--- src/rtl/alu_pkg.sv ---
// Shared definitions for the execute-stage ALU: operation codes (common with the
// ALU control decoder) and the execute-unit state encoding.
package alu_pkg;

    localparam logic [3:0] OP_AND = 4'b0000;
    localparam logic [3:0] OP_OR  = 4'b0001;
    localparam logic [3:0] OP_ADD = 4'b0010;
    localparam logic [3:0] OP_SUB = 4'b0110;
    localparam logic [3:0] OP_SLL = 4'b0111;

    typedef enum logic [1:0] {
        IDLE = 2'd0,
        BUSY = 2'd1,
        DONE = 2'd2
    } alu_state_t;

endpackage

--- src/rtl/alu_exec_unit_shifter.sv ---
// Left shifter for SLL with a start/done interface toward the execute FSM.
// ALU_FAST_SHIFT_EN selects a single-cycle barrel shifter; otherwise one bit per cycle.
module alu_shifter #(
    parameter  int unsigned WIDTH = 64,
    localparam int unsigned SHW   = $clog2(WIDTH)
) (
    input  logic             clk,
    input  logic             rst_n,
    input  logic             start_i,
    input  logic [WIDTH-1:0] a_i,
    input  logic [SHW-1:0]   shamt_i,
    output logic             done_o,
    output logic [WIDTH-1:0] result_o
);

`ifdef ALU_FAST_SHIFT_EN

    logic unused_clk_rst;
    assign unused_clk_rst = &{1'b0, clk, rst_n};

    assign done_o   = start_i;
    assign result_o = a_i << shamt_i;

`else

    logic [WIDTH-1:0] acc_q, acc_d;
    logic [SHW-1:0]   cnt_q, cnt_d;

    always_comb begin
        acc_d = acc_q;
        cnt_d = cnt_q;
        if (start_i && (shamt_i != '0)) begin
            acc_d = a_i;
            cnt_d = shamt_i;
        end else if (cnt_q != '0) begin
            acc_d = acc_q << 1;
            cnt_d = cnt_q - SHW'(1);
        end
    end

    always_ff @(posedge clk or negedge rst_n) begin
        if (!rst_n) begin
            acc_q <= '0;
            cnt_q <= '0;
        end else begin
            acc_q <= acc_d;
            cnt_q <= cnt_d;
        end
    end

    // A zero shift finishes at the start edge; otherwise the last shift is folded
    // into the result on the edge where cnt reaches one.
    assign done_o   = start_i ? (shamt_i == '0) : (cnt_q == SHW'(1));
    assign result_o = start_i ? a_i : (acc_q << 1);

`endif

endmodule

--- src/rtl/alu_exec_unit.sv ---
// Execute-stage ALU: registered result, zero and signed-less-than flags behind a
// valid/ready handshake. ALU_FAST_SHIFT_EN selects a single-cycle SLL.
module alu_exec_unit
    import alu_pkg::*;
#(
    parameter  int unsigned WIDTH = 64,
    localparam int unsigned SHW   = $clog2(WIDTH)
) (
    input  logic             clk,
    input  logic             rst_n,
    input  logic             in_valid,
    output logic             in_ready,
    input  logic [3:0]       operation,
    input  logic [WIDTH-1:0] op_a,
    input  logic [WIDTH-1:0] op_b,
    output logic             out_valid,
    input  logic             out_ready,
    output logic [WIDTH-1:0] result,
    output logic             zero,
    output logic             lt
);

    if ((WIDTH < 8) || ((WIDTH & (WIDTH - 1)) != 0)) begin : g_width_check
        $error("alu_exec_unit: WIDTH must be a power of two and at least 8");
    end

    alu_state_t       state_q, state_d;
    logic [WIDTH-1:0] result_q, result_d;
    logic             zero_q, zero_d;
    logic             lt_q, lt_d;

    logic             accept;
    logic             is_sll;
    logic             sh_start;
    logic             sh_done;
    logic [WIDTH-1:0] sh_result;
    logic [WIDTH-1:0] alu_res;
    logic             slt;

    assign in_ready = rst_n & ((state_q == IDLE) | ((state_q == DONE) & out_ready));
    assign accept   = in_valid & in_ready;
    assign is_sll   = (operation == OP_SLL);
    assign sh_start = accept & is_sll;
    assign slt      = $signed(op_a) < $signed(op_b);

    always_comb begin
        case (operation)
            OP_AND:  alu_res = op_a & op_b;
            OP_OR:   alu_res = op_a | op_b;
            OP_SUB:  alu_res = op_a + ~op_b + WIDTH'(1);
            default: alu_res = op_a + op_b;
        endcase
    end

    alu_shifter #(
        .WIDTH(WIDTH)
    ) u_shifter (
        .clk      (clk),
        .rst_n    (rst_n),
        .start_i  (sh_start),
        .a_i      (op_a),
        .shamt_i  (op_b[SHW-1:0]),
        .done_o   (sh_done),
        .result_o (sh_result)
    );

    always_comb begin
        state_d  = state_q;
        result_d = result_q;
        zero_d   = zero_q;
        lt_d     = lt_q;
        if (accept) begin
            lt_d = slt;
            if (!is_sll) begin
                result_d = alu_res;
                zero_d   = (alu_res == '0);
                state_d  = DONE;
            end else if (sh_done) begin
                result_d = sh_result;
                zero_d   = (sh_result == '0);
                state_d  = DONE;
            end else begin
                state_d  = BUSY;
            end
        end else begin
            case (state_q)
                BUSY: begin
                    if (sh_done) begin
                        result_d = sh_result;
                        zero_d   = (sh_result == '0);
                        state_d  = DONE;
                    end
                end
                DONE: begin
                    if (out_ready) begin
                        state_d = IDLE;
                    end
                end
                default: state_d = state_q;
            endcase
        end
    end

    always_ff @(posedge clk or negedge rst_n) begin
        if (!rst_n) begin
            state_q  <= IDLE;
            result_q <= '0;
            zero_q   <= 1'b0;
            lt_q     <= 1'b0;
        end else begin
            state_q  <= state_d;
            result_q <= result_d;
            zero_q   <= zero_d;
            lt_q     <= lt_d;
        end
    end

    assign out_valid = (state_q == DONE);
    assign result    = result_q;
    assign zero      = zero_q;
    assign lt        = lt_q;

endmodule

--- config.mk ---
export PLATFORM = sky130hd
export DESIGN_NAME = alu_exec_unit
export DESIGN_NICKNAME = d
export VERILOG_FILES = /design/src/rtl/alu_pkg.sv /design/src/rtl/alu_exec_unit_shifter.sv /design/src/rtl/alu_exec_unit.sv
export SDC_FILE = /design/constraint.sdc
export NUM_CORES = 1
export LEC_CHECK = 0
export BUFFER_PORTS_ARGS = -buffer_cell sky130_fd_sc_hd__buf_2
export CORE_MARGIN = 1.5
export CORE_UTILIZATION = 25
export CTS_CLUSTER_SIZE = 8
export DETAILED_ROUTE_END_ITERATION = 7
export SLEW_MARGIN = 5
export SYNTH_ARGS = -nofsm -noshare
export SYNTH_HDL_FRONTEND = slang
export SYNTH_SLANG_ARGS = --single-unit
--- constraint.sdc ---
create_clock -name clk -period 3.6 [get_ports clk]
set_input_delay 0.18 -clock clk [delete_from_list [all_inputs] [get_ports clk]]
set_output_delay 0.18 -clock clk [all_outputs]
set_load 0.01 [all_outputs]
==> flow_summary_export.csv <==
group,metric,value,unit
floorplan,fp.dieH,278,microns
finish,final_area,28000,sq um
power_and_ir_drop,pwr-share-seq,27.3,%
synth,synth_warnings,0,
synth,synth_seq_cells,137,
power_and_ir_drop,swShare,45.6,%
synth,synth_nets,2991,
run_status,status,"finished with violations",
setup_path,cp_max_fo,3,
finish,fin_nets,3820,
setup_path,cpPeakStageDelay,0.34,ns
cts,htreeDepth,4,
run,cap_violations,0,
place,place_congestion,1.04,
route,drtAntennaViolNets,0,
timing,setup_viol,3,
synth,synth_cells,2659,
route,wirelength,104,mm
timing,fin_crit,3.74,ns
power_and_ir_drop,power_frac_comb,56.6,%
finish,num-fill-cells,7970,
route,vias,25023,
setup_path,crit_path_top_delay_cell,"a311o_1",
power_and_ir_drop,p_sw,4.96,mW
run_status,failed_checks,"setup timing",
timing,fin_hold_ws,0.000512,ns
timing,slew-limit-headroom,17.7,%
global_routing,grt_pass1_wl,153,mm
timing,fin_ws,-0.144,ns
place,hpwl,85.1,mm
timing,finClkSkew,0.0165,ns
cts,cts-root-buf,"clkbuf_16",
cts,numCtsBuffers,17,
power_and_ir_drop,p_clk_share,16.2,%
synth,syn_avg_cell_area,7.13,sq um
place,io_buffers,203,
global_routing,grt_pass1_vias,24070,
power_and_ir_drop,internal_power,5.92,mW
global_routing,antenna_found_initial,9,
floorplan,design.core.area,74800,sq um
synth,postSynth.asyncResetShare,100,%
setup_path,crit_top_cell,"buf_4",
global_routing,grt_use_total,26.0,%
synth,ys_seq_area_share,18.1,%
finish,layout-drive-gt1-share,34.2,%
synth,synth_edf_count,0,
cts,clk_pin_slew,0.06,ns
setup_path,reg2reg_to,"zero$_DFFE_PN0P_",
setup_path,cpLargestDelayFamily,"compound AO/OA/AOI/OAI gates",
floorplan,die_w,278,microns
timing,fmax,267,MHz
place,place_area,26400,sq um
synth,ys_types,100,
timing,grt_setup_unrepaired,"true",
route,drt_iter0_markers,2729,
setup_path,critPathArrivalTime,4.08,ns
floorplan,start_util,25.4,%
timing,finalMaxSlewViolations,0,
timing,hold_viol_final,0,
setup_path,criticalPathCategory,"in2reg",
synth,syn_area,19000,sq um
cts,clock_sink_count,137,
route,routed_via_density,5.60,
timing,worst_pin_slew,1.23,ns
cts,clock_path_buffers,2,
global_routing,overflow,0,
power_and_ir_drop,ir_drop,0.286,mV
global_routing,grt_max_degree,78,
worst_hold_path,hold_path.class,"in2async",
setup_path,crit_buf_inv,6,
finish,syn_to_final_growth,47.5,%
route,wire_per_inst,23.3,microns
synth,synth_flop_cell,"dfrtp_1",
setup_path,rr_startpoint,"state_q[1]$_DFFE_PN0P_",
power_and_ir_drop,power.total,10.9,mW
cts,clk_latency,0.43,ns
route,drc,0,
cts,cts_tree,"built",
setup_path,cp_data_required_time,3.93,ns
power_and_ir_drop,power_density,389,nW/um^2
setup_path,r2r_cells,14,
power_and_ir_drop,leakage,13.3,nW
setup_path,worst_setup_path_start_kind,"primary input",
timing,period_share,104,%
floorplan,pin_count,204,
setup_path,worstPathCellList,"buf_2 -> buf_4 -> ha_1 -> inv_1 -> fa_2 -> nand2b_4 -> a211oi_4 -> buf_4 -> o21a_1 -> buf_4 -> a311o_1 -> a21boi_1 -> o21ba_2 -> a211o_1 -> a22oi_2 -> buf_4 -> nand3_1 -> nor4_2 -> and4_1 -> nand4_1 -> o31ai_2",
floorplan,dieArea,77500,sq um
setup_path,reg2reg_slack,0.28,ns
setup_path,end_kind,"flip-flop",
floorplan,rows,100,
route,dr.pass1.iters,6,
==> routing by layer <==
| layer | vias to the layer above | part of all wire (%) | track usage, % |
|---|---|---|---|
| met4 | 10 | 4.1 | 9.09 |
| met2 | 1386 | 44 | 41.3 |
| met1 | 11993 | 42 | 35.1 |
| met3 | 223 | 9.7 | 4.55 |
| li1 | 11411 | - | - |
| met5 | - | 0.055 | 0 |
==> worst max-delay path by stage <==
stage	to	startpoint	cells after the start
floorplan	zero$_DFFE_PN0P_	op_a[0]	17
global placement	zero$_DFFE_PN0P_	op_a[9]	18
detailed placement	zero$_DFFE_PN0P_	op_a[1]	17
CTS	zero$_DFFE_PN0P_	op_a[16]	18
global route	zero$_DFFE_PN0P_	op_a[11]	19
finish	zero$_DFFE_PN0P_	op_b[0]	21
==> registers in the layout, indices dropped and copies added, names as in the netlist <==
name             count
zero                 1
state_q              2
result              64
u_shifter.cnt_q      6
lt                   1
u_shifter.acc_q     63
==> Yosys cell counts, drive strengths merged (12+ instances only) <==
| master | n | area [sq um] |
|---|---|---|
| a221oi | 12 | 105 |
| o2111ai | 15 | 131 |
| and3 | 15 | 93.8 |
| inv | 199 | 747 |
| nor3 | 56 | 290 |
| or3 | 13 | 81.3 |
| o22ai | 38 | 238 |
| dfrtp | 137 | 3430 |
| nor2b | 20 | 125 |
| o21a | 18 | 135 |
| a21oi | 231 | 1170 |
| a211oi | 50 | 395 |
| a21boi | 13 | 97.6 |
| o21ai | 194 | 971 |
| nor4 | 65 | 438 |
| or2 | 13 | 81.3 |
| nand2b | 24 | 153 |
| a211o | 14 | 123 |
| nor2 | 265 | 997 |
| nand4 | 46 | 288 |
| o211ai | 61 | 468 |
| clkbuf | 113 | 424 |
| o32a | 22 | 220 |
| a21o | 27 | 204 |
| xnor2 | 29 | 254 |
| o31ai | 40 | 310 |
| a31oi | 48 | 300 |
| nand3 | 60 | 300 |
| buf | 62 | 362 |
| o21bai | 20 | 150 |
| nand2 | 297 | 1110 |
| mux2i | 82 | 821 |
| ha | 194 | 2430 |
==> power groups by stage <==
| stage | clock [mW] | combinational, mW | sequential (mW) |
|---|---|---|---|
| final | 1.76 | 6.15 | 2.97 |
| after global routing | 1.83 | 6.61 | 3.01 |
| after CTS | 1.77 | 5.90 | 2.91 |
| after detailed placement | 0 | 5.81 | 2.93 |
| after global placement | 0 | 5.77 | 2.92 |
| after floorplan | 0 | 2.80 | 2.80 |
==> logic make-up (layout without fill, tap and decap cells) <==
group	count (synthesis)	in the layout	synth area share [%]
fa+ha+maj	196	196	13.0
compound gates	917	917	32.2
mux	83	83	4.39
xor+xnor	35	35	1.62
buf+inv	374	1215	8.08
other cells	0	1	0
flops	137	137	18.1
simple gates	917	917	22.7
==> per-stage QoR <==
step	setup slack, ns	utilization [%]	setup TNS, ns	instances
floorplan	0.0892	-	0	2659
global placement	-1.03	35.3	-15.70	4426
detailed placement	-0.923	35.3	-15.14	4426
CTS	-0.160	36.4	-0.396	4457
global route	-0.262	37.4	-0.732	4469
finish	-0.144	37.4	-0.281	4470
==> repair_timing <==
item / CTS / global route
resized for setup: 52 / 129
setup buffers: 0 / 12
hold endpoints to repair: 0 / 0
hold buffers: 0 / 0
setup endpoints to repair: 17 / 23
pin swaps: 13 / 39
==> layout by cell type (no fill, tap or decap), types with 10 or more instances in the layout <==
cell / n
nor2_1: 248
o22ai_1: 35
o21bai_1: 19
or3_1: 13
o211ai_1: 59
nand3_1: 55
o21a_1: 17
a211o_1: 12
o31a_1: 10
ha_4: 12
ha_1: 177
a21o_1: 26
o31ai_1: 35
o21ai_1: 15
nor2b_1: 20
buf_4: 771
nor4_1: 50
a21oi_2: 18
o21ai_0: 171
nand4_1: 46
o32a_1: 22
a211oi_1: 41
nand2_1: 290
nor2_2: 14
nand2b_1: 23
nor3_1: 47
xnor2_1: 29
and3_1: 15
a221oi_1: 10
a21oi_1: 210
a31oi_1: 46
o221ai_1: 11
o2111ai_1: 14
dfrtp_1: 137
mux2i_1: 82
inv_1: 198
buf_2: 201
clkbuf_16: 17
==> layout make-up <==
| class | instances | area (sq um) | share of cell area, % |
|---|---|---|---|
| sequential | 137 | 3430 | 12.2 |
| inverter | 199 | 747 | 2.67 |
| timing repair buffer | 985 | 7020 | 25.1 |
| tap | 969 | 1210 | 4.33 |
| antenna | 1 | 2.50 | 0.00894 |
| multi-input combinational | 2148 | 15000 | 53.6 |
| clock buffer | 18 | 429 | 1.53 |
| clock inverter | 13 | 146 | 0.523 |
Note: power is estimated with default switching activity, not from simulation.
